**src/rtl/u_rca5_adder.sv**
```systemverilog
// Unsigned ripple-carry adder (HA on bit 0, FA chain above) with a registered WIDTH+1 result.
// Optional macro U_RCA5_ADDER_COMB_OUT_EN exposes the unregistered ripple result on sum_comb.
module u_rca5_adder #(
  parameter int WIDTH = 5
) (
  input  logic             clk,
  input  logic             rst,
  input  logic [WIDTH-1:0] a,
  input  logic [WIDTH-1:0] b,
  input  logic             in_valid,
  output logic [WIDTH:0]   out,
  output logic             out_valid
`ifdef U_RCA5_ADDER_COMB_OUT_EN
  ,
  output logic [WIDTH:0]   sum_comb
`endif
);

  logic [WIDTH-1:0] w_s;
  logic [WIDTH-1:0] w_c;
  logic [WIDTH:0]   w_sum;
  logic [WIDTH:0]   r_out;
  logic             r_out_valid;

  // Stage 0: combinational ripple chain, carry flows LSB to MSB
  assign w_s[0] = a[0] ^ b[0];
  assign w_c[0] = a[0] & b[0];

  generate
    for (genvar i = 1; i < WIDTH; i++) begin : g_fa
      logic w_p;
      assign w_p    = a[i] ^ b[i];
      assign w_s[i] = w_p ^ w_c[i-1];
      assign w_c[i] = (a[i] & b[i]) | (w_c[i-1] & w_p);
    end
  endgenerate

  assign w_sum = {w_c[WIDTH-1], w_s};

  // Stage 1: result register; capture is gated by in_valid so X operands on idle cycles never reach out
  always_ff @(posedge clk or posedge rst) begin
    if (rst) begin
      r_out       <= '0;
      r_out_valid <= 1'b0;
    end else begin
      r_out_valid <= in_valid;
      if (in_valid) begin
        r_out <= w_sum;
      end
    end
  end

  assign out       = r_out;
  assign out_valid = r_out_valid;

`ifdef U_RCA5_ADDER_COMB_OUT_EN
  assign sum_comb = w_sum;
`endif

endmodule

```
**config.mk**
```make
export PLATFORM = sky130hd
export DESIGN_NAME = u_rca5_adder
export DESIGN_NICKNAME = d
export VERILOG_FILES = /design/src/rtl/u_rca5_adder.sv
export SDC_FILE = /design/constraint.sdc
export NUM_CORES = 1
export LEC_CHECK = 0
export ABC_CLOCK_PERIOD_IN_PS = 900
export CAP_MARGIN = 20
export CORE_AREA = 2 2 39 41
export CTS_CLUSTER_SIZE = 40
export DETAILED_ROUTE_END_ITERATION = 8
export DIE_AREA = 0 0 41 43
export PLACE_DENSITY_LB_ADDON = 0.1
export SYNTH_ARGS = -nofsm -noshare
export SYNTH_HDL_FRONTEND = slang
export SYNTH_SLANG_ARGS = --single-unit
```
**constraint.sdc**
```tcl
create_clock -name clk -period 0.9 [get_ports clk]
set_clock_uncertainty 0.15 [all_clocks]
set_input_delay 0.09 -clock clk [delete_from_list [all_inputs] [get_ports clk]]
set_output_delay 0.09 -clock clk [all_outputs]
set_load 0.005 [all_outputs]
```
==> run summary <==
status = finished, violations left
failing checks = hold timing, setup timing
gpl congestion = 0.686
synth top area cells = dfrtp_1 (45%), fa_1 (21%), mux2_4 (12%)
global-route wire length before repair = 1430 um
total CTS buffers = 3
Die Y = 43 um
vias per inst = 4.08
initial antenna violation count = 0
syn nets = 48
Max Clock Freq = 540 MHz
worst-path cell chain = buf_6, ha_4, fa_2, inv_2, fa_2, inv_2, fa_2, inv_2, fa_1, a21oi_2
largest net degree at the start of global routing = 8
share of cells above drive strength 1 = 58.3%
clock transition at the registers of the reported paths = 0.05 ns
CP max stage cell = fa_1
FP Rows = 14
Worst EP required = 0.92 ns
post-route ant nets = 0
WL/cell = 10.9 um
H-tree levels = 1
Layout area overhead = 71.8%
Worst setup EP type = flop
Die Area = 1760 sq um
vias after detailed routing = 310
Remaining Overflow, GRT = 0
Post-Place Worst Slack = -1.64 ns
PnR worst setup slack = -0.952 ns
critical path class = in -> reg
Synth Cell Area = 385 sq um
final hold viol count = 7
final wirelength = 829 um
CP peak stage delay = 0.43 ns
Yosys warning count = 0
# nets final = 79
minimum clock period = 1.85 ns
Largest delay share family, worst path = adder cells
clk root buf = clkbuf_4
# port buffers = 19
Hold Path Class = in -> async
Least-Margin Pin Slew = 0.271 ns
top-count cell post-synth = inv_1
post-synthesis cell type count = 9
Synth area leader = dfrtp_1
fillcell total = 131
Peak supply drop = 623 uV
Async S/R FF share, synth = 100%
post-synthesis register bit count = 7
CP startpoint kind = input port
Die X = 41 um
Synth Area per Inst = 12.8 sq um
core area = 1380 sq um
CP Max Fanout = 1
HPWL after detailed placement = 682 um
CP Buf/Inv Count = 4
Max-Cap Viols = 0
Pre-antenna DRT Iters = 1
# DRC = 0
Rel. slew slack = 81.9%
Worst Hold Slack = -0.0647 ns
Final Non-Filler Cells = 76
Post-synth EDFFs = 0
Starting Density = 27.8%
Final setup viols = 13
CTS max path bufs = 2
clk_lat worst skew = 0.24 ns
top post-synthesis cells by count = inv_1 (9), dfrtp_1 (7), fa_1 (4)
drt first-iter violations = 0
I/O pins = 20
Power Density = 1510 nW/um^2
Syn Inst Count = 30
register area share after synthesis = 45.5%
total global-route track usage = 12.3%
ys flop type = dfrtp_1
Sink Count = 7
RSZ-0062 raised after global routing = true
Slew Viols, Final = 0
fin util = 47.8%
ant diodes = 0
CTS tree = built
CP Data Arrival Time = 1.88 ns
share of the clock period used by the worst path = 206%
top cell type's share of synthesized area = 45.5%
number of global-route vias before repair = 371
DP Cell Count = 67
Leak = 0.334 nW
[stage by stage]
step | cell area [sq um] | power [mW] | setup TNS, ns | hold slack, ns
6_report | 662 | 0.999 | -3.37 | -0.0647
3_5_place_dp | 627 | 0.719 | -8.04 | 0.206
3_3_place_gp | 627 | 0.704 | -7.78 | 0.187
5_1_grt | 662 | 1.07 | -3.80 | -0.0257
2_1_floorplan | 405 | 0.521 | -3.48 | -0.257
4_1_cts | 658 | 1.02 | -3.59 | -0.0591
[worst paths after layout]
kind / start / end / slack [ns] / cells past startpoint
max: b[0] / out[4] / -0.95 / 10
max in group asynchronous: rst / out[5] / 0.45 / 2
min reg2reg: out[0] / out[0] / 0.36 / 1
max reg2reg: out[3] / out[3] / -0.12 / 2
min: rst / out[0] / -0.06 / 2
min in group clk: a[0] / out[0] / 0.03 / 3
[power breakdown]
part | internal [mW] | switching (mW)
registers | 0.366 | 0.0237
clock network | 0.169 | 0.108
logic | 0.213 | 0.120
[flip-flops by register name, indices dropped and copies added, names as in the netlist]
name	cells
out	6
out_valid	1
[layer usage]
| layer | part of all wire [%] | track usage [%] |
|---|---|---|
| met1 | 36 | 14.3 |
| met3 | 8.1 | 3.14 |
| met5 | 0 | 0 |
| met2 | 56 | 19.7 |
| met4 | 0 | 6.00 |
[cell type report]
| cell class | count | area, sq um | area share, % |
|---|---|---|---|
| Timing Repair Buffer | 27 | 214 | 32.3 |
| Sequential cell | 7 | 175 | 26.5 |
| Multi-Input combinational cell | 13 | 193 | 29.1 |
| Clock buffer | 4 | 26.3 | 3.97 |
| Tap cell | 16 | 20.0 | 3.02 |
| Inverter | 9 | 33.8 | 5.10 |
[cell usage in the layout, fill, tap and decap left out]
master,n
buf_2,8
dfrtp_1,7
buf_4,7
inv_1,5
clkdlybuf4s50_1,5
inv_2,4
mux2_4,3
fa_2,3
clkbuf_4,3
buf_6,3
dlygate4sd2_1,3
nor2_1,2
a21oi_2,2
mux2i_1,1
fa_1,1
ha_4,1
clkbuf_1,1
clkdlybuf4s15_2,1
[logic make-up after synthesis]
family / count (synthesis) / synth area share [%]
flops: 7 / 45.5
fa+ha+maj: 5 / 24.0
buf+inv: 10 / 11.7
mux: 4 / 14.3
compound gates: 2 / 2.60
simple gates: 2 / 1.95
[repair_timing]
item | 4_1_cts | 5_1_grt
setup endpoints to repair | 13 | 13
endpoints found under the hold margin | 7 | 7
setup buffers | 5 | 0
resized for setup | 51 | 1
pin swaps | 6 | 4
Note: power is estimated with default switching activity, not from simulation.
==> patch 1: new RTL, same settings <==
Reset style: synchronous (`rst`), changed in one clocked block.
--- a/src/rtl/u_rca5_adder.sv
+++ b/src/rtl/u_rca5_adder.sv
@@ -38,7 +38,7 @@
   assign w_sum = {w_c[WIDTH-1], w_s};
 
   // Stage 1: result register; capture is gated by in_valid so X operands on idle cycles never reach out
-  always_ff @(posedge clk or posedge rst) begin
+  always_ff @(posedge clk) begin
     if (rst) begin
       r_out       <= '0;
       r_out_valid <= 1'b0;
Function: differs if rst is asserted again (counterexample within 4 cycles, from zero or initial values and one cycle with rst high); with rst held inactive, the same outputs for 10 cycles.
==> patch 1 against the original RTL <==
Critical path type unchanged; hold slack improved by 0.10 ns; wire length decreased by 17%; synthesized area decreased by 5.5%; final area decreased by 5.3%; worst setup slack got worse by 0.054 ns; power decreased by 14%; highest routed layer unchanged; sequential cell count unchanged; the flow finishes with violations (setup timing); cell count decreased by 1.3%; critical path depth unchanged.
==> patch 1: results (changes against the original RTL) <==
status:
  status: "complete, but fails checks"
  violations: "setup timing"
power_and_ir_drop:
  p_switching_w: 0.000209  # -17%
  irDropWorstVdd_mv: 0.774  # +24%
drt:
  drt-met1-wl_um: 282  # -6.0%
  viasPerCell: 4.09  # +0.35%
  totalWireLength_um: 685  # -17%
  wl_met2_um: 342  # -26%
  ant_nets: 0  # unchanged
  met3WireLength_um: 60  # -10%
grt:
  grt_usage: 0.106  # -0.0165
  grtUsageMet3: 0.0628  # +0.0314
  met1_usage: 0.125  # -0.0183
  grt_max_degree: 9  # +1
  grt_pass1_wl_um: 1240  # -14%
  met2_usage: 0.163  # -0.0344
  grt_pass1_vias: 308  # -17%
final_layout:
  inverters: 7  # -2
  drive_gt1_frac: 0.559  # -0.0240
  seq_share: 0.234  # -0.0311
  bufAreaShareNonClock: 0.321  # -0.00189
  syn_to_final_growth_pct: 72.2
  buffers: 23  # -15%
  fin_cells: 75  # -1.3%
  fill_cells: 139  # +6.1%
  nNetsFinal: 78  # -1.3%
  clk_share: 0.0419  # +0.00222
  multi_input_gates: 18  # +5
  multi_input_area_share: 0.329  # +0.0382
placed_design:
  place_ws_ns: -1.67  # -0.0344 ns
  placed_cells_incl_taps: 69  # +3.0%
  port_buffers: 19  # unchanged
  finalWeightedCongestion: 0.691  # +0.61%
  placed_area_um2: 598  # -4.6%
synthesis:
  synth_common_cells: "dfxtp_1, inv_1, nor2_1"
  async_reset_ff_frac: 0  # -1.00
  synth_fp_nets: 51  # +6.3%
  ys_types: 11  # +2
  yosysSeqAreaShare: 0.385  # -0.0697
  yosys_most_used_dff: "dfxtp_1"
  ys_top_cells_by_area: "dfxtp_1, fa_1, mux2i_1"
  syn_area_per_cell_um2: 11.0  # -14%
sta:
  setup_ws_ns: -1.01  # -0.0539 ns
  slew_headroom: 0.805  # -0.0142
  setup_viol: 11  # -2
  setup_tns_ns: -3.08  # +0.285 ns
worst_setup_path:
  r2r-end: "out[1]"
  reg2reg_slack_ns: 0.03  # +0.15 ns
  critPathMaxStageDelay_ns: 0.42
  worstPathArrival_ns: 1.92  # +0.04 ns
  setup.worst_path.end: "out[4]"
  reg2reg_from: "out[1]"
  ff2ff_path_depth: 3  # +1
clock_network:
  cts_resized: 53  # +3.9%
  cts_setup_buffers: 1  # -4
hold_path:
  hold_class: "input port to register"
## patch 1: worst min path at each step
stage                start         to  slack (ns)
floorplan              rst  out_valid        0.01
global placement    out[1]     out[1]        0.32
detailed placement  out[1]     out[1]        0.34
CTS                   a[0]     out[0]        0.04
global route          a[0]     out[0]        0.06
finish                a[0]     out[0]        0.04
## patch 1: logic make-up after synthesis
kind of cell | after synthesis | synth area share
buffers and inverters | 8 | 0.103
and+or+nand+nor | 7 | 0.0859
DFF | 7 | 0.385
adders and majority gates | 5 | 0.254
AOI/OAI and AO/OA | 3 | 0.0893
muxes | 3 | 0.0825
## patch 1: power groups by stage
stage	Combinational (W)	Sequential (W)	Clock [W]
after floorplan	0.0000986	0.000359	0
after global placement	0.000230	0.000356	0
after detailed placement	0.000234	0.000357	0
after CTS	0.000213	0.000354	0.000293
after global routing	0.000252	0.000358	0.000324
final	0.000222	0.000355	0.000278
==> patch 2: new RTL, config.mk and constraints unchanged <==
Made on the original files. Add a define of `U_RCA5_ADDER_COMB_OUT_EN`.
--- a/src/rtl/u_rca5_adder.sv
+++ b/src/rtl/u_rca5_adder.sv
@@ -1,5 +1,7 @@
 // Unsigned ripple-carry adder (HA on bit 0, FA chain above) with a registered WIDTH+1 result.
 // Optional macro U_RCA5_ADDER_COMB_OUT_EN exposes the unregistered ripple result on sum_comb.
+`define U_RCA5_ADDER_COMB_OUT_EN
+
 module u_rca5_adder #(
   parameter int WIDTH = 5
 ) (
Behaviour (old outputs only; new: sum_comb): unchanged (Yosys induction, for registers that start in step).
==> patch 2 against the original RTL <==
The flow still finishes with violations (hold timing, setup timing); sequential cell count is the same; worst setup slack worse by 0.32 ns; final area rose by 12%; power up 11%; wire length fell by 3.3%; sequential share of layout area fell by 2.9 points; synthesized area up 3.2%; first-iteration DRC count is 2 higher; largest power group is now combinational cells.
==> patch 2: results (changes against the original RTL) <==
clock_network:
  clk_pin_slew_ns: 0.05  # about the same
  cts_buffers: 3  # unchanged
  worstSkewPairLatency_ns: 0.24  # about the same
  cts_buffer_depth: 2  # unchanged
  root_buffer: "clkbuf_4"
final_layout:
  drive_gt1_frac: 0.634  # +0.0505
  antenna_cells: 0  # unchanged
  nNetsFinal: 90  # +14%
  largest_reg_flops: 6  # unchanged
sta:
  setup_ws_ns: -1.27  # -0.320 ns
  final_hold_viol_count: 7  # unchanged
  setup_tns_ns: -8.40  # -5.04 ns
  setup_viol: 18  # +5
  hold_ws_ns: -0.0803  # -0.0156 ns
  slew_headroom: 0.822  # +0.00294
drt:
  vias: 339  # +9.4%
  drt_first_pass_iters: 2  # +1
  drt_iter0_markers: 2  # +2
  wl_per_cell_um: 9.22  # -15%
status:
  violations: "hold timing, setup timing"
  status: "complete, but fails checks"
synthesis:
  async_reset_ff_frac: 1.00  # unchanged
  yosysSeqAreaShare: 0.440  # -0.0143
  synth_fp_nets: 50  # +4.2%
  ys_warn_count: 0  # unchanged
  yosysTopAreaCellShare: 0.440  # -0.0143
  synth_common_cells: "inv_1, dfrtp_1, fa_1, mux2_4"
  ys_top_cells_by_area: "dfrtp_1, fa_1, mux2_4"
  ys_types: 8  # -1
grt:
  antenna_found_initial: 0  # unchanged
  grt_max_degree: 9  # +1
  grt_pass1_wl_um: 1350  # -5.3%
  grt_usage: 0.120  # -0.00254
worst_setup_path:
  crit_path_max_fanout: 2  # +1
  worstPathArrival_ns: 1.93  # +0.05 ns
  r2r-end: "out[5]"
  reg2reg_from: "out[5]"
  ff2ff_path_depth: 2  # unchanged
power_and_ir_drop:
  irDropWorstVdd_mv: 0.594  # -4.6%
  power.leakage_nw: 0.387  # +16%
hold_path:
  hold_class: "input port to asynchronous set/reset pin"
placed_design:
  finalWeightedCongestion: 0.624  # -9.1%
  port_buffers: 25  # +6
  hpwl_um: 639  # -6.4%
patch 2: power breakdown:
part	total, W	switching [W]	internal [W]
logic	0.000445	0.000153	0.000292
registers	0.000391	0.0000246	0.000367
clock network	0.000270	0.000102	0.000168
total	0.00111	0.000279	0.000828
patch 2: final cells by class:
type | count | area (um2)
repair buffers | 36 | 283
inverters | 11 | 41.3
fillers | 141 | 641
multi-input cells | 13 | 198
clock buffers | 4 | 26.3
well taps | 16 | 20.0
flip-flops and latches | 7 | 175
patch 2: logic make-up after synthesis:
| group | Yosys count | synth area share |
|---|---|---|
| fa+ha+maj | 5 | 0.233 |
| flops | 7 | 0.440 |
| mux | 4 | 0.151 |
| buf+inv | 12 | 0.132 |
| simple gates | 2 | 0.0189 |
| compound gates | 2 | 0.0252 |
patch 2: worst max-delay path: stages:
cell	delay (ns)
buf_6	0.10
ha_4	0.15
fa_2	0.34
inv_2	0.06
fa_2	0.18
inv_2	0.03
fa_2	0.32
inv_2	0.06
fa_1	0.42
inv_1	0.07
buf_2	0.10
patch 2: metrics by stage:
stage	util	area, um2	cells	setup WS [ns]
final	0.537	743	87	-1.27
after floorplan	-	418	32	-1.08
after global routing	0.537	743	87	-1.36
after global placement	0.538	744	81	-2.07
after detailed placement	0.538	744	81	-2.06
after CTS	0.527	729	86	-1.29
patch 2: worst max path at each step:
stage	start	slack, ns	endpoint
floorplan	a[0]	-1.08	out[4]
global route	a[0]	-1.36	sum_comb[4]
CTS	b[0]	-1.29	sum_comb[4]
detailed placement	a[0]	-2.06	sum_comb[4]
finish	a[0]	-1.27	sum_comb[4]
global placement	a[0]	-2.07	sum_comb[4]
patch 2: repair_timing:
item	in CTS	in global routing
endpoints found under the setup margin	19	18
resized for setup	74	1
hold endpoints to repair	7	7
pin swaps	5	5
setup buffers	2	1
patch 2: per-layer routing:
metal	share of wire	global-route usage	up-vias
met5	0	0	-
met4	0	0.0800	0
met3	0.10	0.0628	0
met2	0.45	0.131	13
met1	0.44	0.175	156
li1	-	-	170
